===== config.mk =====
export PLATFORM = sky130hd
export DESIGN_NAME = dm_responder
export DESIGN_NICKNAME = d
export VERILOG_FILES = /design/src/rtl/dm_responder.sv
export SDC_FILE = /design/constraint.sdc
export NUM_CORES = 2
export LEC_CHECK = 0
export BUFFER_PORTS_ARGS = -buffer_cell sky130_fd_sc_hd__buf_2
export CAP_MARGIN = 20
export CORE_UTILIZATION = 35
export DETAILED_ROUTE_END_ITERATION = 12
export PLACE_DENSITY = 0.51
export SLEW_MARGIN = 5
export SYNTH_ARGS = -nofsm -noshare
export SYNTH_HDL_FRONTEND = slang
export SYNTH_SLANG_ARGS = --single-unit

===== constraint.sdc =====
create_clock -name clk -period 4.7 [get_ports clk]
set_clock_uncertainty 0.05 [all_clocks]
set_input_delay 0 -clock clk [delete_from_list [all_inputs] [get_ports clk]]
set_output_delay 0 -clock clk [all_outputs]
set_load 0.005 [all_outputs]

===== src/rtl/dm_responder.sv =====
// Data-memory responder for the MEM stage: single-beat reads/writes with WAIT_STATES read latency.
// Optional per-word even parity storage and checking is enabled by defining DM_PARITY_EN.
module dm_responder #(
    parameter int ADDR_W      = 8,
    parameter int DATA_W      = 8,
    parameter int WAIT_STATES = 0
) (
    input  logic              clk,
    input  logic              reset,
    input  logic              mem_en,
    input  logic              mem_rw,
    input  logic [ADDR_W-1:0] addr,
    input  logic [DATA_W-1:0] wdata,
    output logic [DATA_W-1:0] rdata,
    output logic              rdata_valid,
    output logic              stall,
    input  logic              parity_inj,
    output logic              parity_err
);

    typedef enum logic [1:0] {IDLE, WAIT, RESP} state_t;

    localparam bit         NO_WAIT  = (WAIT_STATES == 0);
    localparam logic [2:0] CNT_LOAD = NO_WAIT ? 3'd0 : 3'(WAIT_STATES - 1);

    state_t              state, next_state;
    logic [2:0]          cnt, cnt_next;
    logic [ADDR_W-1:0]   raddr;
    logic [ADDR_W-1:0]   rd_sel;
    logic                accept;
    logic                load_resp;
    logic                perr_q;
    logic [DATA_W-1:0]   mem [2**ADDR_W];

    assign stall       = (state == WAIT);
    assign rdata_valid = (state == RESP);
    assign accept      = mem_en && !stall;
    assign load_resp   = (next_state == RESP);
    // With no wait states the response is captured at the accept edge, so read straight from addr.
    assign rd_sel      = (state == WAIT) ? raddr : addr;

    always_comb begin
        next_state = state;
        cnt_next   = cnt;
        case (state)
            IDLE, RESP: begin
                if (accept && !mem_rw) begin
                    if (NO_WAIT) begin
                        next_state = RESP;
                    end else begin
                        next_state = WAIT;
                        cnt_next   = CNT_LOAD;
                    end
                end else begin
                    next_state = IDLE;
                end
            end
            WAIT: begin
                if (cnt == 3'd0) begin
                    next_state = RESP;
                end else begin
                    cnt_next = cnt - 3'd1;
                end
            end
            default: next_state = IDLE;
        endcase
    end

    always_ff @(posedge clk or negedge reset) begin
        if (!reset) begin
            state <= IDLE;
            cnt   <= 3'd0;
            raddr <= '0;
        end else begin
            state <= next_state;
            cnt   <= cnt_next;
            if (accept && !mem_rw) begin
                raddr <= addr;
            end
        end
    end

    // Array contents are deliberately not reset so data survives a pipeline reset.
    always_ff @(posedge clk) begin
        if (accept && mem_rw) begin
            mem[addr] <= wdata;
        end
    end

    always_ff @(posedge clk or negedge reset) begin
        if (!reset) begin
            rdata <= '0;
        end else if (load_resp) begin
            rdata <= mem[rd_sel];
        end
    end

`ifdef DM_PARITY_EN
    logic par [2**ADDR_W];

    always_ff @(posedge clk) begin
        if (accept && mem_rw) begin
            par[addr] <= (^wdata) ^ parity_inj;
        end
    end

    always_ff @(posedge clk or negedge reset) begin
        if (!reset) begin
            perr_q <= 1'b0;
        end else if (load_resp) begin
            perr_q <= (^mem[rd_sel]) != par[rd_sel];
        end
    end
`else
    logic unused_inj;
    assign unused_inj = parity_inj;
    assign perr_q     = 1'b0;
`endif

    assign parity_err = rdata_valid && perr_q;

endmodule


# After elaboration in Yosys (flattened, before gate mapping)
# Memory sizes are Yosys's and may differ from the RTL's. A register that Yosys moved wholly into a read port is not among the register bits.
# Cells that the tools add are included.
# word_totals
out_inout_bits,11
mem_bits_rw,2048
ff_bits,13
mem_count,1
# classes
addsub,1
bitwise,1
n_mux,6
n_reduce_logical,10
eq_ne,3
# memory_table
memory,words,word_bits,rd,rd_clocked_by_memory_dff,write_ports,line,text
mem,256,8,1,1,1,33,logic [DATA_W-1:0] mem [2**ADDR_W];
# op_table
operator,n
two-way mux 8 bit,1
equality test 2 bit (second input constant),2
two-way mux 2 bit,2
one-hot mux 2 bit (2 select lines),1
logical AND 1 bit,3
logical NOT 1 bit,3
logical NOT 3 bit,1
subtractor 3 x 1 -> 3 bit (second input constant),1
equality test 2 x 1 -> 1 bit (second input constant),1
logical NOT 2 bit,1
two-way mux 1 bit,2
AND reduction 2 bit,1
OR reduction 2 bit,1
inverter 1 bit,1

# Depth between registers and ports, before layout
# logic_depth
ltp_word,7
depth_mapped,15
ltp_nobuf,11

# Worst setup path after synthesis
# OpenSTA, ideal clock, no wires.
# synth_path
kind,register to register
startpoint,register state[1]
endpoint,"memory mem[115][0], enable pin"
slack_ns,1.773
synth_period_minus_slack_ns,2.927
setup_ns,0.370
path_stages_with_launch,11
required_ns,4.280
arrival_time_ns,2.507
path_cell_list,dfrtp_1 > nand2b_1 > buf_4 > buf_2 > buf_2 > buf_2 > nand3_1 > nor3_1 > nand3_1 > clkbuf_1 > nor2_1
# synth_via
elab_chain_cells,6
# synth_lines
item,line,text
from (decl),26,"state_t state, next_state;"
from (signal assigned),75,state <= next_state;
equality test 2 x 1 -> 1 bit,35,assign stall = (state == WAIT);
logical NOT 1 bit,37,assign accept = mem_en && !stall;
logical AND 1 bit,37,
logical AND 1 bit,85,if (accept && mem_rw) begin
two-way mux 1 bit,85,
two-way mux 1 bit (implied by the code),86,mem[addr] <= wdata;
to (decl),33,
# Every way passes these cells.

# Final worst setup path
# layout_path
startpoint,register state[0]
endpoint,"register rdata[1], read port of mem"
# layout_via
elab_chain_cells,7
word_cells_on_any_way,12
classes_between,3 x eq/ne; 4 x mux; 5 x reduce/logical
# layout_lines
item,line,text
equality test 2 x 1 -> 1 bit,"35, 40, 45",
logical NOT 1 bit,37,
logical AND 1 bit,37,
logical AND 1 bit,47,if (accept && !mem_rw) begin
two-way mux 2 bit,47,
one-hot mux 2 bit (2 select lines),45,case (state)
equality test 2 bit,38,assign load_resp = (next_state == RESP);
to (decl),14,"output logic [DATA_W-1:0] rdata,"
# Parallel ways exist; a longest one is shown, timed or not.
# A chain may end at the register's enable or synchronous reset.

==> impl_results.md <==
* Outcome: complete, no violations
* PwrDens at between 400 and 500 nW/um^2
* CP Launch Type: flip-flop
* Rows at around 180
* Post-Syn Area per Cell at 14.4 sq um
* CP max stage cell: a2111oi_1
* Synth top cells by count: 2,048 x edfxtp_1, 1,275 x nand2_1, 457 x nand3_1
* Fin. max-slew vios at 0
* Mapped Area at 82,200 sq um
* WP data required at approximately 5400 ps
* Post-synth top area share at ~75%
* Max Fclk at 0.221 GHz
* Asr flop ratio synth at 1.01%
* DRT Wirelength at about 280 mm
* Worst skew pair latency at between 800 and 900 ps
* Vias in the first global route at ~50,000
* DIE HEIGHT at between 400 and 500 microns
* Final worst slack at 183 ps
* Crit path capture type: flip-flop
* #FFs+latches synth at 2,069
* Initial antenna violation count at 15
* Share of cells above drive strength 1 at 12.7%
* Post-Syn Instances at between 5,000 and 6,000
* Adder-cell share of the synthesized area at less than 1%
* Total CTS buffers at around 210
* First-pass GRT wire length at 386 mm
* Largest cells by area after synthesis: edfxtp_1 75%, nand2_1 5.8%, mux2i_1 3.1%, nand3_1 2.8%, nor2_1 1.6%
* Post-synth top flop: edfxtp_1
* Htree depth at 4
* CP dominant cell by count: buf_4
* Clock tree sinks at between 2,000 and 2,500
* Most common cell in the netlist: edfxtp_1
* Post-route DRC at 0
* Min cycle time layout at about 4500 ps
* Drt first pass iters at 8
* Placer Congestion at approximately 0.91
* Die W at slightly below 500 microns
* Core area at approximately 230,000 sq um
* Final setup vio count at 0
* Setup Buffers After CTS at 0
* Die Footprint at about 240,000 sq um
* Final Util at around two fifths
* CTS tree: built
* Crit-path cells: and3b_2 > a21oi_4 > buf_12 > buf_4 > nor2_2 > a311oi_1 > a211oi_2 > o211ai_1 > a2111oi_1 > buf_4 > a211oi_1
* Worst Path Buf+Inv at 3
* Peak VDD IR at ~0.37 mV
* Antenna viol nets, final at 0
* Ports at 32
* Syn Nets at 5,721
* DR iter-0 viols at about 6,400
* Overflow after GRT at 0
* Crit path DAT at ~5200 ps
* Root buffer cell: clkbuf_16
* Largest net degree at the start of global routing at 142
* NumNets Final at around 6,000
* Leakage at 31.2 nW
* Post-synth cell types at between 70 and 80
* Max-cap violations at 0
* # fillers at between 20,000 and 25,000
* Min-delay worst type: input port to async pin
* IO Port Bufs at 29
* P&R area growth vs syn at 15.7%
* Sequential-to-total area share from yosys stat at 75.5%
* DPL Wire Length at roughly 170 mm
* CP Class: flip-flop to flip-flop
* Worst Max-Slew Pin Slew at ~1100 ps
* Initial Util at between 30% and 40%
* Mux contribution to synthesized area at slightly above 5%
* CP max stage delay at about 700 ps
* Area leader, netlist: edfxtp_1
* Worst-path clk slew at 60 ps
* Final hold vios at 0
* Pwr Total at between 30 and 40 mW
* Synth Area in Compound Gates at between 5 and 6%
* Synth Area in XOR/XNOR at less than 1%
* Main combinational cell family by area after synthesis: simple AND/OR/NAND/NOR gates
* RSZ-0062 raised after global routing: false
* WL per Instance at approximately 30 microns
* GRT Total Usage at around 23%
* Post-synth EDFFs at 2,048
* Max Buffers Root-to-Sink at 3
* Period utilization at between 90% and 100%
* Setup slack at placement at -72.7 ps
* Vias per inst at 5.58
* Worst-path maximum fanout at 21
* Crit-path leading delay family: compound AO/OA/AOI/OAI gates
* Ys Warns at 0
* Slew headroom at 23.6%
* Via count at slightly above 50,000
* Post-Synth Simple-Gate Area at 11.6%
worst register-to-register path, delay by kind of cell, from the launching register on:
family | cells | cell delay [ps]
flip-flops | 1 | 550
AND/OR/NAND/NOR | 2 | 1080
AO/OA/AOI/OAI | 6 | 1910
buffers and inverters | 3 | 790
per-layer routing:
layer / wire (microns) / share of wire (%) / global-route usage [%] / vias up
li1: - / - / - / 22200
met1: 115000 / 42 / 31.8 / 26800
met2: 126000 / 46 / 35.9 / 2261
met3: 21600 / 7.8 / 3.96 / 523
met4: 12100 / 4.4 / 9.30 / 6
met5: 49 / 0.018 / 0 / -
kinds of logic after synthesis:
logic type | count (synthesis)
other | 1
XOR/XNOR | 1
buffers and inverters | 412
AO/OA/AOI/OAI | 610
adder cells (fa/ha/maj) | 2
flip-flops | 2069
AND/OR/NAND/NOR | 2266
multiplexers | 337
where the power goes:
group	total [mW]	switching [mW]	internal, mW	leakage (nW)
combinational	2.33	1.71	0.627	9.40
sequential	20.4	0.0636	20.3	18.7
clock	16.1	7.25	8.89	3.16
state kept, by name, indices dropped and copies added (netlist names):
name   count
cnt        3
mem     2048
raddr      8
rdata      8
state      2
layout make-up:
class | instances | area [sq um] | area share [%]
sequential | 2069 | 62000 | 65.2
multi-input combinational | 3217 | 18500 | 19.4
clock buffer | 285 | 5610 | 5.90
timing repair buffer | 420 | 3930 | 4.13
tap | 3132 | 3920 | 4.12
clock inverter | 108 | 932 | 0.980
inverter | 46 | 173 | 0.182
antenna | 3 | 7.51 | 0.00790
through the flow:
stage | instance area [sq um] | instances | TNS (ps) | hold WS, ps
CTS | 95100 | 9276 | 0 | 24.3
floorplan | 82200 | 5698 | 0 | -346
finish | 95100 | 9280 | 0 | 77.8
detailed placement | 88200 | 8855 | -72.7 | 23.1
global route | 95100 | 9278 | 0 | 56.6
global placement | 88200 | 8853 | -81.9 | 15.2
final timing paths:
kind	depth (start not counted)	end	startpoint	slack [ps]
worst min register to register	2	cnt[1]$_DFFE_PN0P_	cnt[1]$_DFFE_PN0P_	490
worst max register to register	11	rdata[1]$_DFFE_PN0N_	state[0]$_DFF_PN0_	180
max in group asynchronous	4	rdata[1]$_DFFE_PN0N_	reset	4320
min in group clk	6	rdata[5]$_DFFE_PN0N_	mem_rw	110
worst max-delay path	11	rdata[1]$_DFFE_PN0N_	state[0]$_DFF_PN0_	180
worst min-delay path	4	cnt[0]$_DFFE_PN0P_	reset	80
cell usage in the layout (no fill, tap or decap), types with 7 or more instances in the layout:
cell type / netlist / final
a2111oi_0: 11 / 10
a211oi_1: 95 / 94
a21oi_1: 58 / 57
a221oi_1: 16 / 16
a22oi_1: 22 / 22
a311oi_1: 36 / 36
a31oi_1: 126 / 124
a32oi_1: 110 / 110
buf_12: 0 / 56
buf_2: 135 / 21
buf_4: 21 / 306
bufinv_16: 0 / 9
clkbuf_1: 163 / 71
clkbuf_16: 0 / 213
clkbuf_8: 0 / 8
clkinv_1: 1 / 57
clkinv_2: 0 / 25
dfrtp_1: 21 / 21
dlygate4sd3_1: 0 / 27
edfxtp_1: 2048 / 2048
inv_1: 44 / 44
mux2_2: 21 / 18
mux2i_1: 257 / 252
mux4_2: 57 / 57
nand2_1: 1275 / 1268
nand2_2: 0 / 7
nand3_1: 457 / 453
nand4_1: 114 / 114
nor2_1: 348 / 342
nor2b_1: 9 / 9
nor3_1: 22 / 22
nor4_1: 11 / 11
o2111ai_1: 14 / 14
o211a_1: 7 / 7
o211ai_1: 13 / 13
o21ai_0: 39 / 39
o22ai_1: 9 / 9
o32ai_1: 11 / 11
repair_timing:
item | in CTS | in global routing
gates resized for setup | 1 | 1
setup endpoints to repair | 1 | 1
endpoints found under the hold margin | 761 | 0
gates cloned | 0 | 0
hold buffers | 28 | 0
Note: power is estimated with default switching activity, not from simulation.
